<file path="src/rtl/code_entry_controller.sv">
// Keypad front end for the detonator control path: debounces ten active-low digit
// keys, assembles a 4-digit BCD entry and checks it against a programmable code.
module code_entry_controller #(
  parameter int          DEBOUNCE_CYCLES = 4,
  parameter int          MAX_TRIES       = 3,
  parameter int          LOCK_CYCLES     = 16,
  parameter logic [15:0] INIT_CODE       = 16'h2580
) (
  input  logic       clk,
  input  logic       rst,
  input  logic [9:0] A,
  input  logic       sure,
  input  logic       setup,
  input  logic       clear,
  output logic       key_valid,
  output logic [3:0] m_disp,
  output logic [2:0] digit_cnt,
  output logic       match,
  output logic       mismatch,
  output logic       prog_done,
  output logic       locked,
  output logic       programming
);

  localparam int CNT_W = $clog2(DEBOUNCE_CYCLES) + 1;
  localparam int TRY_W = $clog2(MAX_TRIES + 1);
  localparam int TMR_W = $clog2(LOCK_CYCLES + 1);

  typedef enum logic [1:0] {S_ENTRY, S_PROGRAM, S_COMPARE, S_LOCKED} state_t;

  state_t           r_state;
  logic [9:0]       r_a_q;
  logic [CNT_W-1:0] r_stab_cnt;
  logic             r_armed;
  logic [3:0]       r_key_digit;
  logic [15:0]      r_entry;
  logic [15:0]      r_code;
  logic [TRY_W-1:0] r_tries;
  logic [TMR_W-1:0] r_timer;

  logic [9:0] w_low;
  logic       w_stable;
  logic       w_one_low;
  logic       w_fire;
  logic       w_collect;
  logic       w_last_try;

  function automatic logic [3:0] f_encode(input logic [9:0] low);
    logic [3:0] d;
    d = 4'd0;
    for (int i = 0; i < 10; i++)
      if (low[i]) d = 4'(i);
    return d;
  endfunction

  assign w_low      = ~r_a_q;
  assign w_stable   = (r_stab_cnt == CNT_W'(DEBOUNCE_CYCLES - 1));
  assign w_one_low  = (w_low != 10'd0) && ((w_low & (w_low - 10'd1)) == 10'd0);
  assign w_fire     = w_stable && r_armed && w_one_low;
  assign w_collect  = (r_state == S_ENTRY) || (r_state == S_PROGRAM);
  assign w_last_try = (r_tries == TRY_W'(MAX_TRIES - 1));

  // Debounce stage: a press is accepted only after a stable all-released pattern
  // has armed the debouncer; firing disarms it even when the key is discarded.
  always_ff @(posedge clk) begin
    if (rst) begin
      r_a_q       <= '1;
      r_stab_cnt  <= '0;
      r_armed     <= 1'b0;
      r_key_digit <= 4'd0;
      key_valid   <= 1'b0;
    end else begin
      r_a_q     <= A;
      key_valid <= 1'b0;
      if (A != r_a_q)
        r_stab_cnt <= '0;
      else if (!w_stable)
        r_stab_cnt <= r_stab_cnt + CNT_W'(1);
      if (w_stable && (&r_a_q))
        r_armed <= 1'b1;
      else if (w_fire) begin
        r_armed     <= 1'b0;
        r_key_digit <= f_encode(w_low);
        key_valid   <= w_collect;
      end
    end
  end

  // Sequencer stage: entry collection, comparison, reprogramming and lockout.
  always_ff @(posedge clk) begin
    if (rst) begin
      r_state     <= S_ENTRY;
      r_entry     <= 16'd0;
      r_code      <= INIT_CODE;
      r_tries     <= '0;
      r_timer     <= '0;
      m_disp      <= 4'd0;
      digit_cnt   <= 3'd0;
      match       <= 1'b0;
      mismatch    <= 1'b0;
      prog_done   <= 1'b0;
      locked      <= 1'b0;
      programming <= 1'b0;
    end else begin
      match     <= 1'b0;
      mismatch  <= 1'b0;
      prog_done <= 1'b0;
      if (key_valid) m_disp <= r_key_digit;
      case (r_state)
        S_ENTRY, S_PROGRAM: begin
          if (clear) begin
            r_entry     <= 16'd0;
            digit_cnt   <= 3'd0;
            r_state     <= S_ENTRY;
            programming <= 1'b0;
          end else if (sure) begin
            if (digit_cnt == 3'd4 && r_state == S_ENTRY) begin
              r_state <= S_COMPARE;
            end else begin
              r_entry     <= 16'd0;
              digit_cnt   <= 3'd0;
              programming <= 1'b0;
              r_state     <= S_ENTRY;
              if (digit_cnt == 3'd4) begin
                r_code    <= r_entry;
                prog_done <= 1'b1;
              end else begin
                mismatch <= 1'b1;
                if (r_state == S_ENTRY) begin
                  r_tries <= r_tries + TRY_W'(1);
                  if (w_last_try) begin
                    r_state <= S_LOCKED;
                    locked  <= 1'b1;
                    r_timer <= TMR_W'(LOCK_CYCLES - 1);
                  end
                end
              end
            end
          end else if (key_valid && digit_cnt != 3'd4) begin
            r_entry   <= {r_entry[11:0], r_key_digit};
            digit_cnt <= digit_cnt + 3'd1;
          end
        end
        S_COMPARE: begin
          r_entry   <= 16'd0;
          digit_cnt <= 3'd0;
          if (r_entry == r_code) begin
            match   <= 1'b1;
            r_tries <= '0;
            if (setup) begin
              r_state     <= S_PROGRAM;
              programming <= 1'b1;
            end else begin
              r_state <= S_ENTRY;
            end
          end else begin
            mismatch <= 1'b1;
            r_tries  <= r_tries + TRY_W'(1);
            if (w_last_try) begin
              r_state <= S_LOCKED;
              locked  <= 1'b1;
              r_timer <= TMR_W'(LOCK_CYCLES - 1);
            end else begin
              r_state <= S_ENTRY;
            end
          end
        end
        S_LOCKED: begin
          if (r_timer == '0) begin
            r_state <= S_ENTRY;
            locked  <= 1'b0;
            r_tries <= '0;
          end else begin
            r_timer <= r_timer - TMR_W'(1);
          end
        end
        default: r_state <= S_ENTRY;
      endcase
    end
  end

endmodule

</file>
<file path="config.mk">
export PLATFORM = sky130hd
export DESIGN_NAME = code_entry_controller
export DESIGN_NICKNAME = d
export VERILOG_FILES = /design/src/rtl/code_entry_controller.sv
export SDC_FILE = /design/constraint.sdc
export NUM_CORES = 1
export LEC_CHECK = 0
export BUFFER_PORTS_ARGS = -buffer_cell sky130_fd_sc_hd__buf_2
export CAP_MARGIN = 25
export CORE_ASPECT_RATIO = 1.4
export CORE_UTILIZATION = 30
export DETAILED_ROUTE_END_ITERATION = 10
export PLACE_DENSITY = 0.57
export SLEW_MARGIN = 40
export SYNTH_ARGS = -nofsm -noshare
export SYNTH_HDL_FRONTEND = slang
export SYNTH_SLANG_ARGS = --single-unit
</file>
<file path="constraint.sdc">
create_clock -name clk -period 1.8 [get_ports clk]
set_input_delay 0.18 -clock clk [delete_from_list [all_inputs] [get_ports clk]]
set_output_delay 0.18 -clock clk [all_outputs]
set_load 0.01 [all_outputs]
</file>
==> results of run 1 <==
[stage by stage]
step / instance area (sq um) / setup WS (ns) / hold WS (ns) / utilization (%)
5_1_grt: 4650 / -0.0579 / 0.0408 / 42.8
3_5_place_dp: 4090 / -0.145 / 0.393 / 37.7
3_3_place_gp: 4090 / -0.0848 / 0.392 / 37.7
6_report: 4650 / 0.0470 / 0.0568 / 42.8
4_1_cts: 4410 / -0.0176 / 0.0409 / 40.6
2_1_floorplan: 3380 / 0.00474 / 0.284 / -
[cell usage after synthesis, types with 3 or more instances]
cell type,instances
a211o_1,3
a211oi_1,4
a21oi_1,25
a311oi_1,3
a31oi_1,5
and4_1,3
buf_1,3
buf_2,4
clkbuf_1,12
dfxtp_1,72
ha_1,7
inv_1,14
mux2i_1,23
nand2_1,42
nand3_1,12
nor2_1,43
nor3_1,8
nor4_1,8
o21a_1,6
o21ai_0,9
or2_2,11
or4_1,4
xor2_1,27
[layer usage]
metal  vias to the layer above  part of all wire (%)  track usage (%)
met5                         -                     0                0
met2                        51                    54             27.6
li1                       1514                     -                -
met4                         0                   2.0             6.82
met3                        16                   2.3             3.39
met1                      1462                    42             16.8
[worst paths after layout]
check	from	end	cells past startpoint
setup reg to reg	r_timer[0]	r_timer[4]	8
setup / recovery	r_timer[0]	r_timer[4]	8
hold / removal	A[0]	r_a_q[0]	2
hold reg to reg	r_code[1]	r_code[1]	2
[flip-flops by register name, summed over array words and instances, names as in the netlist]
signal,flops
r_key_digit,4
r_tries,2
key_valid,1
match,1
m_disp,4
prog_done,1
digit_cnt,3
programming,1
locked,1
r_state,2
mismatch,1
r_stab_cnt,3
r_timer,5
r_entry,16
r_code,16
r_a_q,10
r_armed,1
[repair_timing]
action / in CTS / in global routing
setup buffers: 0 / 3
gates cloned: 0 / 2
pin swaps: 1 / 13
setup endpoints to repair: 9 / 33
resized for setup: 11 / 48
[logic make-up (layout without fill, tap and decap cells)]
kind of cell               Yosys count  after routing  share of synthesized area, %
muxes                               23             23                          6.84
adders and majority gates            8              8                          2.90
xor gates and xnor gates            29             29                          7.54
and+or+nand+nor                    145            145                          21.0
buffers and inverters               36            121                          4.42
AOI/OAI and AO/OA                   74             74                          14.6
DFF                                 72             72                          42.8
[placed cells by master (no fill, tap or decap), types with 4 or more instances in the layout]
cell type	count
a21oi_1	24
nor4_4	4
nand3_1	11
dfxtp_2	13
nor2_1	43
inv_1	13
ha_1	6
or2_2	11
mux2i_1	23
dfxtp_4	4
o21ai_0	8
o21a_1	6
xor2_1	26
dfxtp_1	55
clkbuf_16	10
nor4_1	4
or4_1	4
buf_2	27
nand2_1	41
nor3_1	5
buf_4	60
[power breakdown]
part	switching [W]	total (W)	internal (W)	leakage (nW)
sequential	0.0000341	0.00166	0.00162	0.588
clock	0.000618	0.00160	0.000982	0.130
combinational	0.000215	0.000413	0.000198	1.28
[layout make-up]
type / count / area share (%)
Multi-Input combinational cell: 279 / 42.6
Sequential cell: 72 / 31.7
Timing Repair Buffer: 94 / 15.2
Clock buffer: 12 / 5.51
Tap cell: 141 / 3.79
Inverter: 14 / 1.13
Clock inverter: 1 / 0.108
[worst max-delay path: stages, from the launching register on]
cell and delay (ns):
dfxtp_2 0.33, inv_2 0.04, ha_1 0.17, nor4b_2 0.15, buf_4 0.17, a211oi_4 0.27
nand3_1 0.11, a211o_1 0.25, a221oi_2 0.19
==> flow_summary.yaml, run 1 <==
clock_network:
  clk_pin_slew_ns: 0.05
  clockBufferDepth: 2
  htree_levels: 3
  cts.sinks: 72
  cts_tree: "done"
  worstSkewPairLatency_ns: 0.33
  cts_hold_buffers: 0
  numCtsBuffers: 9
  cts-root-buf: "clkbuf_16"
finish:
  fillCellCount: 1032
  final_cell_count_no_fill: 613
  multiInputGateArea_sq_um: 1980
  diodes: 0
  syn_to_final_growth_pct: 38.1
  drive_gt1_share_pct: 34.5
  final-seq-area_sq_um: 1470
  fin_nets: 492
die:
  core_area_sq_um: 10900
  die_h_microns: 127
  rows: 45
  die_w_microns: 91.6
  die_area_sq_um: 11700
  initial_core_util_pct: 31.0
  io_pins: 28
logic_synthesis:
  syn_nets: 409
  synth_edf_count: 0
  yosysTopAreaCell: "dfxtp_1"
  synth-async-reset-ratio_pct: 0
  ys_seq_elements: 72
  ys_seq_area_share_pct: 42.8
  yosys_warnings: 0
  avgSynthCellArea_sq_um: 8.70
  yosysTopAreaCellShare_pct: 42.8
  synthCells: 387
  yosysUniqueCellTypes: 53
  synth_area_leaders: "dfxtp_1, xor2_1, mux2i_1"
  synthFlopType: "dfxtp_1"
  syn_area_sq_um: 3370
routing:
  drt_first_pass_iters: 4
  vias: 3043
  avgRoutedWirePerCell_microns: 14.2
  route.detailed.drc: 0
  viasPerCell: 4.96
  drt_iter0_markers: 172
  routed_wl_microns: 8710
  ant_nets: 0
sta:
  max_slew_margin_pct: 70.7
  hold_viol: 0
  tightest_slew_ns: 0.439
  fin_worst_skew_ns: 0.00597
  slew_viol_final: 0
  post-route-min-period_ns: 1.75
  fin_setup_tns_ns: 0
  grt_setup_unrepaired: "yes"
  period_share_pct: 97.4
  finalSetupViolations: 0
  fmax_mhz: 570
power_and_ir_drop:
  peakVddDrop_uv: 491
  power.total_w: 0.00367
  p_leak_nw: 1.99
  power_density_nw_per_um2: 789
setup_path:
  worst_ep_arrival_time_ns: 2.00
  required_ns: 2.05
  crit_fanout: 4
  rrSetupSlack_ns: 0.05
  end_kind: "flop"
  startpoint_type: "flop"
  crit_type: "flop to flop"
run:
  maxCapViolCount: 0
placed_design:
  hpwl_microns: 5920
  dpl.cell_count: 595
  gp_congestion: 0.815
  io_buffers: 27
hold_path:
  hp-class: "primary input to flop"
global_routing:
  grt_usage_pct: 15.2
  grt_pass1_wl_microns: 13800
  grt_overflow: 0
  grt_max_degree: 21
  grt_pass1_vias: 2900
  antenna_found_initial: 0
outcome:
  status: "completed"
(Power assumes the default switching activity.)
==> run 2, diff against run 1 <==
ABC_AREA = 1   (was not set)
==> run 2 against run 1 <==
Global-route usage decreased by 1.9 points; sequential share of layout area increased by 2.4 points; flip-flop and latch count unchanged; first-iteration DRC count decreased by 15%; clock skew decreased by 0.00077 ns; critical path depth increased by 3; die area increased by 6.1%; hold slack got worse by 0.00065 ns; total power increased by 5.8%; routed wire length decreased by 14%; combinational power decreased by 26%; highest routed layer unchanged; via count increased by 1.1%.
==> flow_summary.yaml, run 2 <==
logic_synthesis:
  syn_nets: 516
  synth_area_leaders: "dfxtp_1, nand2_1, inv_1"
  yosys.area_share.simple_pct: 26.7
  synthCells: 494
  synthFlopType: "dfxtp_1"
  ys_seq_elements: 72
  synthMuxAreaShare_pct: 0.280
  yosysTopAreaCellShare_pct: 40.3
  netlist_top_cells_count: "nand2_1, dfxtp_1, inv_1"
  ys_seq_area_share_pct: 40.3
  synth-compound-area-share_pct: 18.2
  syn_area_sq_um: 3580
  synth_fa_ha_area_share_pct: 2.45
  synth_xor_area_share_pct: 0.979
  avgSynthCellArea_sq_um: 7.24
  yosysTopAreaCell: "dfxtp_1"
  yosysMostFrequentCell: "nand2_1"
  synth-async-reset-ratio_pct: 0
  synth_top_family_by_area: "simple AND/OR/NAND/NOR gates"
  yosysUniqueCellTypes: 39
  yosys_warnings: 0
  synth_edf_count: 0
die:
  die_w_microns: 94.3
  die_area_sq_um: 12400
  core_area_sq_um: 11500
  initial_core_util_pct: 31.2
  die_h_microns: 131
  rows: 46
  io_pins: 28
sta:
  fin_setup_tns_ns: 0
  post-route-min-period_ns: 1.66
  max_slew_margin_pct: 73.3
  period_share_pct: 92.3
  tightest_slew_ns: 0.398
  finalSetupViolations: 0
  fmax_mhz: 602
  hold_viol: 0
  slew_viol_final: 0
  fin_worst_skew_ns: 0.00520
  grt_setup_unrepaired: "yes"
clock_network:
  cts_tree: "done"
  htree_levels: 3
  cts_hold_buffers: 0
  clk_pin_slew_ns: 0.06
  cts-root-buf: "clkbuf_16"
  cts.sinks: 72
  clockBufferDepth: 2
  worstSkewPairLatency_ns: 0.33
  numCtsBuffers: 9
finish:
  syn_to_final_growth_pct: 18.5
  most-common-layout-cells: "nand2_1, dfxtp_1, inv_1"
  final_common_cell: "nand2_1"
  drive_gt1_share_pct: 19.0
  final_area_sq_um: 4240
  utilization_pct: 37.0
  fillCellCount: 1211
  reg.largest.list: "r_code x16, r_entry x16, r_a_q x10"
  diodes: 0
  fin_nets: 550
power_and_ir_drop:
  power_density_nw_per_um2: 916
  intPower_w: 0.00302
  p_leak_nw: 1.93
  combPwrFrac_pct: 7.8
  peakVddDrop_uv: 473
  p_seq_share_pct: 42.7
  power_switching_w: 0.000862
  power.total_w: 0.00388
  switching_share_pct: 22.2
  clock_power_share_pct: 49.5
routing:
  routed_wl_microns: 7500
  drt_first_pass_iters: 4
  ant_nets: 0
  met1Wirelength_microns: 3250
  viasPerCell: 4.55
  avgRoutedWirePerCell_microns: 11.1
  vias: 3075
  drt_iter0_markers: 147
  route.detailed.drc: 0
  route.met3.wl_microns: 294
  met2_length_microns: 3820
  routed.top_layer: "met4"
setup_path:
  crit_type: "flop to flop"
  end_kind: "flop"
  startpoint_type: "flop"
  worst_ep_arrival_time_ns: 1.94
  crit_fanout: 5
  required_ns: 2.08
global_routing:
  grt_overflow: 0
  grt_usage_pct: 13.3
  grt_pass1_vias: 2912
  grt_max_degree: 34
  antenna_found_initial: 0
  grt_pass1_wl_microns: 13100
placed_design:
  gp_congestion: 0.812
  placed_area_sq_um: 3900
  hpwl_microns: 5590
  io_buffers: 27
hold_path:
  hp-class: "primary input to flop"
outcome:
  status: "completed"
run:
  maxCapViolCount: 0
## run 2: layer usage
metal  global-route usage (%)  vias up
li1                         -     1637
met1                     15.4     1374
met2                     22.6       53
met3                     3.24       11
met4                     5.98        0
met5                        0        -
## run 2: worst paths after layout
path,from,end,slack (ns),cells after the start
setup / recovery,digit_cnt[0],r_state[0],0.14,11
hold / removal,A[8],r_a_q[8],0.06,2
setup reg to reg,digit_cnt[0],r_state[0],0.14,11
hold reg to reg,r_code[14],r_code[14],0.46,2
## run 2: power groups by stage
stage / registers (W) / logic (W) / clock network [W]
6_report: 0.00166 / 0.000305 / 0.00192
4_1_cts: 0.00166 / 0.000306 / 0.00197
3_3_place_gp: 0.00169 / 0.000297 / 0
2_1_floorplan: 0.00168 / 0.000230 / 0
3_5_place_dp: 0.00169 / 0.000304 / 0
5_1_grt: 0.00166 / 0.000346 / 0.00203
## run 2: logic make-up (layout without fill, tap and decap cells)
kind of cell | after synthesis | after routing
flops | 72 | 72
xor+xnor | 4 | 4
mux | 1 | 1
fa+ha+maj | 7 | 7
simple gates | 227 | 227
buf+inv | 90 | 128
compound gates | 93 | 93
## run 2: layout make-up
type                            instances  area, sq um  share of cell area (%)
Clock buffer                           12          256                    6.05
Inverter                               74          278                    6.55
Tap cell                              144          180                    4.25
Sequential cell                        72         1440                    34.0
Clock inverter                          3         65.1                    1.54
Multi-Input combinational cell        332         1750                    41.3
Timing Repair Buffer                   39          267                    6.29
## run 2: stage by stage
| stage | hold WS (ns) | std cells | setup slack [ns] |
|---|---|---|---|
| 2_1_floorplan | 0.284 | 494 | 0.0461 |
| 3_3_place_gp | 0.389 | 661 | 0.158 |
| 3_5_place_dp | 0.392 | 661 | 0.0847 |
| 4_1_cts | 0.0502 | 676 | 0.0730 |
| 5_1_grt | 0.0585 | 676 | -0.00211 |
| 6_report | 0.0561 | 676 | 0.139 |
## run 2: repair_timing
item                       4_1_cts  5_1_grt
buffers inserted                 0        0
resized for setup                0        7
setup endpoints to repair        0       17
## run 2: worst max-delay path: stages, from the launching register on
cell and delay (ns):
dfxtp_1 0.34, inv_1 0.06, ha_1 0.20, nand2_2 0.11
clkinv_1 0.10, nand2_1 0.10, nor2_2 0.05, nor4_1 0.28
nand3_1 0.17, nand3_1 0.10, nand2_1 0.06, inv_1 0.04
